$ cat src/rtl/map_fds_conv_gen.sv
`default_nettype none
// ============================================================================
// map_fds_conv_gen : FDS-conversion mapper with 8 KB PRG window at $6000,
//                    PRG-RAM windows, CPU-cycle IRQ and save-state access.
// Revision 1.0
// ============================================================================
module map_fds_conv_gen #(
  parameter int         PRG_BW    = 4,
  parameter int         IRQ_BW    = 12,
  parameter int         HI_RAM_EN = 1,
  parameter logic [7:0] MAP_NUM   = 8'd27
) (
  input  logic              clk,
  input  logic              map_rst,
  input  logic              m2,
  input  logic              cpu_rw,
  input  logic              cpu_ce,
  input  logic [15:0]       cpu_addr,
  input  logic [7:0]        cpu_dat,
  input  logic [13:0]       ppu_addr,
  input  logic              ss_act,
  input  logic              ss_we,
  input  logic [7:0]        ss_addr,
  output logic [7:0]        ss_rdat,
  output logic [PRG_BW+12:0] prg_addr,
  output logic              ram_on,
  output logic              ram_we,
  output logic              rom_ce,
  output logic              ciram_a10,
  output logic              irq
);

  // Counter image wide enough to expose two save-state bytes.
  localparam int C_CW = (IRQ_BW > 16) ? IRQ_BW : 16;

  logic              m2_q, m2_d;
  logic [PRG_BW-1:0] prg_bank_q, prg_bank_d;
  logic              mirror_q, mirror_d;
  logic              ram_dis_q, ram_dis_d;
  logic              irq_en_q, irq_en_d;
  logic              irq_pend_q, irq_pend_d;
  logic [IRQ_BW-1:0] cnt_q, cnt_d;

  logic              strobe;
  logic [7:0]        bank_ext;
  logic [C_CW-1:0]   cnt_ext;
  logic [7:0]        bank_rd;
  logic [C_CW-1:0]   cnt_rd;
  logic              lo_ram, hi_ram, ram_area;
  logic [PRG_BW+1:0] rom_ext;
  logic [PRG_BW-1:0] prg_hi;
  logic [12:0]       prg_lo;
  logic              unused_bits;

  assign strobe = m2_q & ~m2;

  always_comb begin
    m2_d       = m2;
    prg_bank_d = prg_bank_q;
    mirror_d   = mirror_q;
    ram_dis_d  = ram_dis_q;
    irq_en_d   = irq_en_q;
    irq_pend_d = irq_pend_q;
    cnt_d      = cnt_q;
    bank_ext   = 8'(prg_bank_q);
    cnt_ext    = C_CW'(cnt_q);

    if (strobe && !ss_act) begin
      if (irq_en_q) begin
        cnt_d = cnt_q + IRQ_BW'(1);
        if (&cnt_q) irq_pend_d = 1'b1;
      end
      // Register writes come after the tick so an acknowledge wins a wrap.
      if (!cpu_rw) begin
        case (cpu_addr[15:12])
          4'h8: prg_bank_d = cpu_dat[PRG_BW-1:0];
          4'h9: begin
            cnt_d      = '0;
            irq_pend_d = 1'b0;
            irq_en_d   = cpu_dat[7];
          end
          4'hE: mirror_d  = cpu_dat[3];
          4'hF: ram_dis_d = cpu_dat[4];
          default: ;
        endcase
      end
    end

    if (strobe && ss_act && ss_we) begin
      case (ss_addr)
        8'd0: begin
          bank_ext[3:0] = cpu_dat[3:0];
          prg_bank_d    = bank_ext[PRG_BW-1:0];
          ram_dis_d     = cpu_dat[4];
          mirror_d      = cpu_dat[5];
        end
        8'd1: prg_bank_d = cpu_dat[PRG_BW-1:0];
        8'd2: begin
          irq_en_d   = cpu_dat[7];
          irq_pend_d = cpu_dat[6];
        end
        8'd3: begin
          cnt_ext[7:0] = cpu_dat;
          cnt_d        = cnt_ext[IRQ_BW-1:0];
        end
        8'd4: begin
          cnt_ext[15:8] = cpu_dat;
          cnt_d         = cnt_ext[IRQ_BW-1:0];
        end
        default: ;
      endcase
    end
  end

  always_ff @(posedge clk or posedge map_rst) begin
    if (map_rst) begin
      m2_q       <= 1'b0;
      prg_bank_q <= '0;
      mirror_q   <= 1'b0;
      ram_dis_q  <= 1'b0;
      irq_en_q   <= 1'b0;
      irq_pend_q <= 1'b0;
      cnt_q      <= '0;
    end else begin
      m2_q       <= m2_d;
      prg_bank_q <= prg_bank_d;
      mirror_q   <= mirror_d;
      ram_dis_q  <= ram_dis_d;
      irq_en_q   <= irq_en_d;
      irq_pend_q <= irq_pend_d;
      cnt_q      <= cnt_d;
    end
  end

  assign irq = irq_pend_q;

  // Address decode.
  assign lo_ram   = (cpu_addr[15:13] == 3'd3);
  assign hi_ram   = (HI_RAM_EN != 0) && (cpu_addr >= 16'hB800) && (cpu_addr < 16'hD800);
  assign ram_area = lo_ram | hi_ram;
  assign ram_on   = ~cpu_rw | (ram_area & ~ram_dis_q);
  assign ram_we   = ~cpu_rw & ram_area & m2;
  assign rom_ce   = (lo_ram | ~cpu_ce) & ~ram_on;

  // Upper 32 KB: all-ones bank bits with A14:A13 in the low two.
  assign rom_ext = {{PRG_BW{1'b1}}, cpu_addr[14:13]};

  always_comb begin
    prg_lo = cpu_addr[12:0];
    if (ram_on && !cpu_ce) prg_lo = cpu_addr[12:0] - 13'h1800;
    if (ram_on)      prg_hi = hi_ram ? PRG_BW'(1) : '0;
    else if (lo_ram) prg_hi = ram_dis_q ? prg_bank_q : '0;
    else             prg_hi = rom_ext[PRG_BW-1:0];
  end

  assign prg_addr  = {prg_hi, prg_lo};
  assign ciram_a10 = mirror_q ? ppu_addr[11] : ppu_addr[10];

  // Save-state readback.
  assign bank_rd = 8'(prg_bank_q);
  assign cnt_rd  = C_CW'(cnt_q);

  always_comb begin
    case (ss_addr)
      8'd0:    ss_rdat = {2'b00, mirror_q, ram_dis_q, bank_rd[3:0]};
      8'd1:    ss_rdat = bank_rd;
      8'd2:    ss_rdat = {irq_en_q, irq_pend_q, 6'b0};
      8'd3:    ss_rdat = cnt_rd[7:0];
      8'd4:    ss_rdat = cnt_rd[15:8];
      8'd127:  ss_rdat = MAP_NUM;
      default: ss_rdat = 8'hFF;
    endcase
  end

  assign unused_bits = ^{ppu_addr, bank_ext, cnt_ext, cnt_rd, rom_ext};

endmodule
`default_nettype wire

$ cat config.mk
export PLATFORM = sky130hd
export DESIGN_NAME = map_fds_conv_gen
export DESIGN_NICKNAME = d
export VERILOG_FILES = /design/src/rtl/map_fds_conv_gen.sv
export SDC_FILE = /design/constraint.sdc
export NUM_CORES = 1
export LEC_CHECK = 0
export ABC_AREA = 1
export CAP_MARGIN = 20
export CORE_UTILIZATION = 35
export CTS_CLUSTER_DIAMETER = 40
export DETAILED_ROUTE_END_ITERATION = 6
export HOLD_SLACK_MARGIN = 0.05
export PLACE_DENSITY = 0.67
export SLEW_MARGIN = 25
export SYNTH_ARGS = -nofsm -noshare
export SYNTH_HDL_FRONTEND = slang
export SYNTH_SLANG_ARGS = --single-unit
$ cat constraint.sdc
create_clock -name clk -period 1.91 [get_ports clk]
set_input_delay 0.382 -clock clk [delete_from_list [all_inputs] [get_ports clk]]
set_output_delay 0.382 -clock clk [all_outputs]
set_load 0.03 [all_outputs]
==> summary.txt <==
Outcome = complete, but fails checks
Violated checks = negative setup slack
Total gr overflow = 0
CP peak stage delay = 0.19 ns
Area of the core = 5574 µm²
Setup slack, reg-to-reg = 0.33 ns
Final Skew = 0.002959 ns
WL/cell = 13.90 µm
Final-stage net count = 487
Antenna-violating nets left = 0
Hold Slack = 0.4544 ns
Crit path kind = in2out
Die W = 78.64 µm
Critical Path AT = 1.53 ns
Final setup fails = 1
Slowest CP cell = buf_4
Final WL = 7004 µm
Total CTS buffers = 3
Clock Latency Late Sink = 0.27 ns
Initial Util = 36.88%
Pwr Density = 493.8 nW/µm²
Synth Instances = 325
P&R area growth vs syn = 59.89%
Fin. max-slew vios = 0
Synthesized area = 2056 µm²
Relative slew slack = 80.00%
FMAX = 522.5 MHz
Crit Reg-Reg Startpoint = cnt_q[0]
Vias in the first global route = 2444
First-pass GRT wire length = 11480 µm
Leak = 0.001653 µW
Diode count = 0
Post-route insts no fill = 504
Hold_buf cts = 0
Io pins = 83
Worst Reg-to-Reg Cells = 8
Dpl cells = 481
Worst-path cell chain = buf_8 > inv_4 > buf_6 > nand4_1 > buf_4 > nor3_2 > buf_4 > a21oi_2 > nand2_1 > buf_6
WP data required = 1.53 ns
Crit path time final = 1.914 ns
Worst-path fanout max = 3
Initial antenna violation count = 0
H-tree depth = 1
Die Y = 78.64 µm
Tcrit/Tclk final = 100.2%
# rows = 27
RR Endpoint = cnt_q[10]
Clock Tree Root = clkbuf_8
Via density = 5.030
Dpl ws = -0.4626 ns
RD Place Congestion = 0.8791
CTS sink cnt = 21
Yosys synthesis warning count = 0
Clock Path Buffers = 2
Layout Utilization = 58.97%
Pin count of the biggest net entering global routing = 22
Post-Syn Nets = 379
Seq cells post-synth = 21
Maximum vdd drop = 0.0003202 V
Proportion of layout cells with a drive suffix above 1 = 40.97%
Crit path launch type = primary input
Syn Area/Cell = 6.325 µm²
DRC viols = 0
DP HPWL = 5049 µm
Sequential element share of the synthesized area = 25.56%
Post-layout worst setup margin = -0.003933 ns
First-pass detailed-route iteration total = 4
Die area = 6184 µm²
Yosys cell types = 32
HP Class = in2async
Unrepaired setup endpoints after global routing = yes
IO buf count = 48
Final Hold Fails = 0
Filler instances = 507
CTS tree = done
1st-iter DRT viols = 233
Reg clk slew, reported paths = 0.08 ns
CP endpoint kind = output pin
Vias = 2535
Worst slew pin tran = 0.2991 ns
Max-Cap Viols = 0
Global Route Usage Sum = 23.68%
-- cell usage in the layout, fill, tap and decap left out, types with 2 or more instances in the layout --
cell type / Yosys / layout
nand3_1: 34 / 28
dfrtp_1: 21 / 20
o211ai_1: 3 / 3
nor3_1: 4 / 2
nand3_2: 0 / 5
nand2_2: 7 / 14
nand2_4: 1 / 6
inv_2: 10 / 13
inv_1: 41 / 34
inv_4: 0 / 4
nor2_2: 9 / 8
clkdlybuf4s50_1: 0 / 16
clkbuf_2: 0 / 2
o21bai_1: 2 / 2
buf_6: 0 / 24
a21oi_1: 12 / 10
nand2_1: 85 / 73
nor2_1: 29 / 24
nor2_4: 1 / 7
o21ai_0: 16 / 11
nor2_8: 2 / 2
nand4_1: 10 / 10
buf_4: 12 / 72
a21oi_2: 1 / 3
xor2_1: 2 / 2
nand3_4: 3 / 4
o21ai_1: 7 / 12
clkbuf_8: 0 / 3
nand3b_1: 3 / 3
-- metrics by stage --
step | instance area [µm²] | total power [µW] | TNS (ns)
after CTS | 3148 | 1597 | -0.03875
after global routing | 3287 | 1750 | -0.2833
after global placement | 2865 | 1231 | -6.809
final | 3287 | 1623 | -0.003933
after detailed placement | 2865 | 1245 | -7.573
after floorplan | 2064 | 1037 | -0.001412
-- sequential cells by signal, summed over array words and instances, names as in the netlist --
signal	cells
ram_dis_q	1
mirror_q	1
m2_q	1
irq_en_q	1
cnt_q	12
irq	1
prg_bank_q	4
-- cells in the mapped netlist (all sizes together) --
cell type | instances | area [µm²]
nor2 | 41 | 216.4
nand3 | 37 | 222.7
clkinv | 1 | 5.000
o21ai | 24 | 131.4
a21oi | 13 | 68.82
nand4 | 11 | 75.07
mux2 | 1 | 11.26
a21boi | 1 | 7.510
nand3b | 3 | 22.52
ha | 1 | 12.51
nand2 | 93 | 374.1
buf | 14 | 100.1
o21a | 1 | 7.510
o211ai | 3 | 22.52
nor3 | 4 | 20.02
xor2 | 2 | 17.52
dfrtp | 21 | 525.5
xnor2 | 1 | 8.760
inv | 51 | 191.4
o21bai | 2 | 15.01
-- power by group --
| group | switching [µW] | internal, µW |
|---|---|---|
| clock | 158 | 149 |
| sequential | 148 | 537 |
| combinational | 344 | 288 |
| total | 649 | 974 |
-- final cells by class --
type / instances / area, µm² / area share, %
multi-input cells: 238 / 1405 / 42.75
flip-flops and latches: 21 / 526.8 / 16.03
clock buffers: 4 / 45.04 / 1.370
repair buffers: 117 / 1013 / 30.83
well taps: 72 / 90.09 / 2.741
inverters: 52 / 206.4 / 6.281
-- worst max-delay path: cells and delay by family --
kind	cells	cell delay, ns
buffers and inverters	6	0.73
AND/OR/NAND/NOR	3	0.36
AO/OA/AOI/OAI	1	0.05
-- timing repair --
action,4_1_cts,5_1_grt
resized for setup,94,42
pin swaps,21,22
buffers inserted,16,3
setup endpoints to repair,17,24
-- how the worst max path moves through the flow --
stage,from,endpoint,slack [ns]
global placement,ss_addr[2],ss_rdat[7],-0.42
floorplan,cpu_addr[12],prg_addr[13],-0.001
global route,ss_addr[7],ss_rdat[4],-0.1
detailed placement,ss_addr[2],ss_rdat[7],-0.46
CTS,ss_addr[6],ss_rdat[5],-0.02
finish,ss_addr[7],ss_rdat[4],-0.004
-- logic make-up after synthesis --
| family | after synthesis | synth area share [%] |
|---|---|---|
| XOR/XNOR | 3 | 1.278 |
| AND/OR/NAND/NOR | 189 | 45.28 |
| buffers and inverters | 66 | 14.43 |
| AO/OA/AOI/OAI | 44 | 12.29 |
| multiplexers | 1 | 0.5477 |
| flip-flops | 21 | 25.56 |
| adder cells (fa/ha/maj) | 1 | 0.6085 |
-- layer usage --
layer  GRT usage, %  routed length [µm]
met1          28.31                2815
met2          42.09                3613
met3          4.535                 429
met4          7.778                 145
met5              0                   0
Note: power is estimated with default switching activity, not from simulation.
